## config.mk

```make
export PLATFORM = sky130hd
export DESIGN_NAME = txe_preamble_gen
export DESIGN_NICKNAME = d
export VERILOG_FILES = /design/src/rtl/txe_preamble_gen_pkg.sv /design/src/rtl/txe_preamble_gen.sv
export SDC_FILE = /design/constraint.sdc
export NUM_CORES = 1
export LEC_CHECK = 0
export BUFFER_PORTS_ARGS = -buffer_cell sky130_fd_sc_hd__buf_2
export CAP_MARGIN = 20
export CORE_MARGIN = 4
export CORE_UTILIZATION = 49
export DETAILED_ROUTE_END_ITERATION = 16
export PLACE_DENSITY = 0.75
export SETUP_SLACK_MARGIN = 0.15
export SYNTH_ARGS = -nofsm -noshare
export SYNTH_HDL_FRONTEND = slang
export SYNTH_SLANG_ARGS = --single-unit
```

## constraint.sdc

```tcl
create_clock -name i_clk -period 2.4 [get_ports i_clk]
set_input_delay 0.12 -clock i_clk [delete_from_list [all_inputs] [get_ports i_clk]]
set_output_delay 0.12 -clock i_clk [all_outputs]
set_load 0.05 [all_outputs]
```

## src/rtl/txe_preamble_gen_pkg.sv

```systemverilog
// Ethernet framing constants shared by the TX preamble generator and the RX preamble stripper.
package txe_preamble_gen_pkg;

  localparam logic [7:0] PREAMBLE_BYTE        = 8'h55;
  localparam logic [7:0] SFD_BYTE             = 8'hD5;
  localparam int         PREAMBLE_LEN_DEFAULT = 7;
  localparam int         IFG_LEN_DEFAULT      = 12;

endpackage

```

## src/rtl/txe_preamble_gen.sv

```systemverilog
// TX framer: prepends PREAMBLE_LEN x 0x55 plus 0xD5 to each packet and enforces a minimum
// inter-frame gap; with i_en low it degenerates to a one-stage byte pipe.
module txe_preamble_gen
  import txe_preamble_gen_pkg::*;
#(
  parameter int PREAMBLE_LEN = PREAMBLE_LEN_DEFAULT,
  parameter int IFG_LEN      = IFG_LEN_DEFAULT
) (
  input  logic       i_clk,
  input  logic       i_reset,
  input  logic       i_ce,
  input  logic       i_en,
  input  logic       i_v,
  input  logic [7:0] i_d,
  output logic       o_busy,
  output logic       o_v,
  output logic [7:0] o_d
);

  localparam int               CNT_W    = 4 + $clog2(IFG_LEN);
  localparam logic [CNT_W-1:0] PRE_LAST = CNT_W'(PREAMBLE_LEN);
  localparam logic [CNT_W-1:0] IFG_LAST = CNT_W'(IFG_LEN - 2);
  localparam logic [CNT_W-1:0] CNT_ONE  = CNT_W'(1);

  typedef enum logic [1:0] {S_IDLE, S_PREAMBLE, S_DATA, S_IFG} state_t;

  state_t           r_state, w_state;
  logic [CNT_W-1:0] r_cnt, w_cnt;
  logic             r_v, w_v;
  logic             r_busy, w_busy;
  logic [7:0]       r_d, w_d;

  always_comb begin
    // NOTE: every next value defaults to its register first, so no path can leave one
    // unassigned and no latch is inferred.
    w_state = r_state;
    w_cnt   = r_cnt;
    w_v     = r_v;
    w_d     = r_d;
    w_busy  = r_busy;
    if (!i_en) begin
      w_state = S_IDLE;
      w_cnt   = '0;
      w_v     = i_v;
      w_d     = i_v ? i_d : 8'h00;
      w_busy  = 1'b0;
    end else begin
      case (r_state)
        S_IDLE: begin
          w_busy = 1'b1;
          if (i_v) begin
            w_v     = 1'b1;
            w_d     = PREAMBLE_BYTE;
            w_cnt   = CNT_ONE;
            w_state = S_PREAMBLE;
          end else begin
            w_v = 1'b0;
            w_d = 8'h00;
          end
        end
        // Preamble runs to completion even if i_v drops; DATA then closes an empty frame.
        S_PREAMBLE: begin
          w_v = 1'b1;
          if (r_cnt == PRE_LAST) begin
            w_d     = SFD_BYTE;
            w_busy  = 1'b0;
            w_state = S_DATA;
          end else begin
            w_d   = PREAMBLE_BYTE;
            w_cnt = r_cnt + CNT_ONE;
          end
        end
        S_DATA: begin
          if (i_v) begin
            w_v = 1'b1;
            w_d = i_d;
          end else begin
            w_v     = 1'b0;
            w_d     = 8'h00;
            w_busy  = 1'b1;
            w_cnt   = '0;
            w_state = S_IFG;
          end
        end
        S_IFG: begin
          w_v   = 1'b0;
          w_d   = 8'h00;
          w_cnt = r_cnt + CNT_ONE;
          if (r_cnt == IFG_LAST) w_state = S_IDLE;
        end
        default: w_state = S_IDLE;
      endcase
    end
  end

  always_ff @(posedge i_clk) begin
    // NOTE: state registers use non-blocking assignment so every flop samples pre-edge values.
    if (i_reset) begin
      r_state <= S_IDLE;
      r_cnt   <= '0;
      r_v     <= 1'b0;
      r_d     <= 8'h00;
      r_busy  <= 1'b1;
    end else if (i_ce) begin
      r_state <= w_state;
      r_cnt   <= w_cnt;
      r_v     <= w_v;
      r_d     <= w_d;
      r_busy  <= w_busy;
    end
  end

  assign o_v    = r_v;
  assign o_d    = r_d;
  assign o_busy = r_busy;

`ifdef FORMAL
  a_od_zero: assert property (@(posedge i_clk) !r_v |-> (r_d == 8'h00));
  a_preamble: assert property (@(posedge i_clk)
    (r_state == S_PREAMBLE) |-> (r_v && r_d == PREAMBLE_BYTE));
  a_sfd: assert property (@(posedge i_clk) disable iff (i_reset)
    (r_state == S_PREAMBLE && r_cnt == PRE_LAST && i_ce && i_en) |=> (r_v && r_d == SFD_BYTE));
  a_ifg_bound: assert property (@(posedge i_clk) (r_state == S_IFG) |-> (r_cnt <= IFG_LAST));
  a_bypass: assert property (@(posedge i_clk) disable iff (i_reset)
    (i_ce && !i_en) |=> (r_v == $past(i_v) && !r_busy &&
                         r_d == ($past(i_v) ? $past(i_d) : 8'h00)));
`endif

endmodule
```

; ---- Word-level counts from Yosys, hierarchy flattened
; Cells that the tools add are included.
[classes]
add_sub_neg = 1
eq_ne = 11
mux = 23
reduce_logical = 5
[op_table]
columns = operator, n
row1 = $pmux 8 s4, 2
row2 = $mux 8, 7
row3 = $ne 3x3->1 const B, 5
row4 = $mux 2, 5
row5 = $add 8x1->8 const B, 1
row6 = $eq 8x3->1 const B, 1
row7 = $eq 8x4->1 const B, 1
row8 = $pmux 2 s4, 1
row9 = $reduce_and 4->1, 2
row10 = $mux 7, 1
row11 = $pmux 1 s3, 2
row12 = $mux 1, 5
row13 = $reduce_and 5->1, 1
row14 = $eq 2x2->1 const B, 2
row15 = $ne 4x1->1 const B, 1
row16 = $eq 2x1->1 const B, 1
row17 = $logic_not 2->1, 1
row18 = $reduce_or 2->1, 1
[word_totals]
register_bits = 20
wordCells = 45

; ---- Logic depth before layout (Yosys ltp)
[depth]
depth_word = 4
depth_mapped = 7
depth_no_buf = 6

; ---- Worst setup path before layout
; OpenSTA, ideal clock, no wires.
[synth_timing]
path_type = reg-to-reg
start = register r_cnt[7]
end = register r_busy (netlist: o_busy)
setup_ps = 120
t_arrival_ps = 1606
required_ps = 2280
slack_ps = 675
path_stages_with_launch = 5
synth_period_minus_slack_ps = 1725
path_cell_list = dfxtp_1 -> or4_4 -> a2111oi_0 -> o21ai_0 -> a211o_1
[synth_between]
elab_chain_len = 3
[synth_rtl]
columns = item, line
row1 = start: declaration, txe_preamble_gen.sv:28  ; logic [CNT_W-1:0] r_cnt, w_cnt;
row2 = start signal: assignment, txe_preamble_gen.sv:106  ; r_cnt <= w_cnt;
row3 = $eq 8x3->1, txe_preamble_gen.sv:64  ; if (r_cnt == PRE_LAST) begin
row4 = $ne 3x3->1 (no source line), --
row5 = $reduce_and 4->1 (no source line), --
row6 = end signal: assignment, txe_preamble_gen.sv:109  ; r_busy <= w_busy;
row7 = end: declaration, txe_preamble_gen.sv:30  ; logic r_busy, w_busy;
; No other way between the ends.
; A chain may end at the register's enable or synchronous reset.

; ---- Final worst setup path
[layout_timing]
start = register r_state[0]
end = register r_cnt[0]
[layout_between]
elab_chain_len = 3
[layout_rtl]
columns = item, line
row1 = start: declaration, txe_preamble_gen.sv:27  ; state_t r_state, w_state;
row2 = start signal: assignment, txe_preamble_gen.sv:105  ; r_state <= w_state;
row3 = "$eq 2x1->1, or another cell as far along", txe_preamble_gen.sv:48  ; case (r_state)
row4 = $ne 3x3->1 (no source line) or $pmux 8 s4 (tied branches), --
row5 = $reduce_and 4->1 (no source line) or $mux 8 (tied branches), --
; Several ways; a longest one is shown, not always the timed one.

==> results.yml <==
outcome:
  outcome: "finished, final reports clean"
worst_setup_path:
  worstPathRequired_ns: 2.61
  crit_family: "compound AO/OA/AOI/OAI gates"
  worstReg2RegEnd: "r_cnt[0]"
  worstPathArrival_ns: 2.14
  cp-end-kind: "register"
  path_class: "reg2reg"
  cp.buffers_inverters: 1
  slowest_delay_ns: 0.45
  crit_slowest_cell: "o21ai_1"
  path_cells: "inv_1 -> ha_1 -> mux2i_1 -> o21ai_1 -> nor2_1 -> a311oi_1"
  r2r-start: "r_state[0]"
  r2r_setup_slack_ns: 0.47
  crit_path_start_kind: "register"
  path_max_fanout: 8
  r2r_cells: 6
finish:
  drive_above_1_share_pct: 23.2
  final_area_um2: 1360
  area_growth_pct: 14.2
  fillers: 215
  antenna_cells: 0
  final_nets: 175
sta:
  finalSetupViolCount: 0
  hold_violations: 0
  timing.fmax_mhz: 519
  min_period_ns: 1.93
  postLayoutSetupSlackWorst_ns: 0.471
  tightestPinTransition_ns: 0.518
  rsz0062_at_grt: "no"
  fin_worst_skew_ns: 0.00767
  fin_crit_sh_pct: 80.4
  slew_headroom_pct: 65.2
  final.setup.tns_ns: 0
  maxSlewViolCount: 0
global_routing:
  grt-ovfl-total: 0
  grt_pass1_vias: 1016
  grt.total_usage_pct: 16.6
  antenna_found_initial: 0
  grt_max_degree: 29
  grt_pass1_wl_um: 4520
synthesis:
  avgSynthCellArea_um2: 8.76
  synth_cell_types: 38
  netlist_top_cells_area: "dfxtp_1 34%, a211oi_1 6.9%, ha_1 6.3%"
  synth_edf_count: 0
  synth.ff_latch_count: 20
  syn_area_um2: 1190
  syn_inst: 136
  synth_common_cells: "20 x dfxtp_1, 11 x a211oi_1, 11 x inv_1, 10 x nor2_1, 9 x nand2_1"
  yosysMostFrequentCell: "dfxtp_1"
  yosysTopAreaCell: "dfxtp_1"
  ys_seq_area_share_pct: 33.6
  ys.flop_type: "dfxtp_1"
  synth_top_area_share_pct: 33.6
  ys_warn_count: 0
  ys_async_sr_fraction_pct: 0
  syn-num-nets: 155
pwr:
  p_leak_nw: 0.486
  powerDensity_nw_per_um2: 568
  ir_worst_vdd_mv: 0.405
floorplanning:
  ioPinCount: 23
  start_util_pct: 52.8
  fp.coreArea_um2: 2250
  die_w_um: 57.3
  row_count: 17
  fp.dieH_um: 57.3
  dieArea_um2: 3280
placement:
  hpwl_um: 1970
  post-place-ws_ns: 0.471
  post_dp_cell_area_um2: 1310
  gp_congestion: 0.783
  portBuffers: 22
cts:
  clk_latency_ns: 0.30
  cts-root-buf: "clkbuf_4"
  clk_pin_slew_worst_paths_ns: 0.13
  cts_buffer_depth: 2
  cts_tree: "yes"
  numClockSinks: 20
  cts.htree.levels: 1
  postCtsSetupRepairBufs: 0
  numCtsBuffers: 3
  cts_hold_buf: 0
  ctsResizeCount: 0
min_path:
  whs_path_depth: 3
  hold_path_class: "in2reg"
  hold_end: "o_d[2]"
  min-delay-start: "i_d[2]"
detailed_routing:
  first_iter_violations: 25
  drt-pass1-iter-count: 4
  viasPerCell: 6.01
  wl_um: 2680
  drc: 0
  vias: 1100
  wl_per_cell_um: 14.7
  ant_nets: 0
run:
  maxCapViolCount: 0
## final cells by class
cell class              instances  area (µm²)  share of cell area [%]
flip-flops and latches         20         400                    29.4
inverters                      11        41.3                    3.04
multi-input cells              98         721                    53.0
well taps                      28        35.0                    2.58
repair buffers                 22         110                    8.10
clock buffers                   3        22.5                    1.66
clock inverters                 1        30.0                    2.21
## worst reg2reg max path: cells and delay by family (launching register included)
family / cells / cell delay [ns]
AOI/OAI and AO/OA: 2 / 0.73
DFF: 1 / 0.36
muxes: 1 / 0.17
adders and majority gates: 1 / 0.36
buffers and inverters: 1 / 0.14
and+or+nand+nor: 1 / 0.09
## sequential cells by signal (all words and copies together) (netlist names)
name / cells
o_v: 1
o_busy: 1
o_d: 8
r_cnt: 8
r_state: 2
## cells by family (layout without fill, tap and decap cells)
logic type               count (synthesis)  in the layout  share of synthesized area [%]
AND/OR/NAND/NOR                         47             47                           22.4
adder cells (fa/ha/maj)                  6              6                           6.30
flip-flops                              20             20                           33.6
buffers and inverters                   18             37                           5.88
AO/OA/AOI/OAI                           43             43                           30.1
multiplexers                             2              2                           1.68
## per-layer routing
| layer | share of wire (%) | GRT usage, % | wire length (µm) |
|---|---|---|---|
| met1 | 46 | 21.9 | 1220 |
| met2 | 50 | 28.2 | 1340 |
| met3 | 3.2 | 2.26 | 85 |
| met4 | 1.3 | 4.97 | 34 |
| met5 | 0 | 0 | 0 |
## layout by cell type, fill, tap and decap left out, drive strengths merged
cell	synthesis	final
buf	2	22
dfxtp	20	20
a211oi	12	12
inv	11	11
nor2	10	10
nand2	9	9
or3	8	8
nand3	7	7
o32ai	6	6
a21oi	6	6
ha	6	6
nand2b	4	4
o21ai	4	4
clkbuf	5	3
nor3	3	3
nand3b	2	2
mux2i	2	2
o21a	2	2
a311o	2	2
a2111oi	2	2
or4	2	2
a21boi	1	1
a2bb2oi	1	1
o311ai	1	1
o21bai	1	1
o41ai	1	1
or2	1	1
o2111ai	1	1
nand4b	1	1
a31oi	1	1
a311oi	1	1
a211o	1	1
bufinv	0	1
## worst max path at each step
stage,from,endpoint,slack (ns),depth (start not counted)
2_1_floorplan,r_cnt[7],o_busy,0.67,4
3_3_place_gp,r_cnt[7],o_busy,0.57,4
3_5_place_dp,r_state[0],r_cnt[0],0.47,6
4_1_cts,r_state[0],r_cnt[0],0.44,6
5_1_grt,r_state[0],r_cnt[0],0.25,6
6_report,r_state[0],r_cnt[0],0.47,6
## stage by stage
| stage | utilization [%] | power, W | hold WS, ns | instances |
|---|---|---|---|---|
| finish | 60.3 | 0.000772 | 0.0489 | 183 |
| global route | 60.3 | 0.000800 | 0.0399 | 183 |
| CTS | 60.3 | 0.000777 | 0.0509 | 183 |
| detailed placement | 58.0 | 0.000500 | 0.375 | 179 |
| global placement | 58.0 | 0.000495 | 0.373 | 179 |
| floorplan | - | 0.000464 | 0.265 | 136 |
## report_power, final
group	internal, W	total, W	switching [W]	leakage [nW]
logic	0.0000433	0.000140	0.0000963	0.294
registers	0.000345	0.000353	0.00000797	0.163
clock network	0.000169	0.000280	0.000111	0.0279
Power figures use the tool's default switching activity.
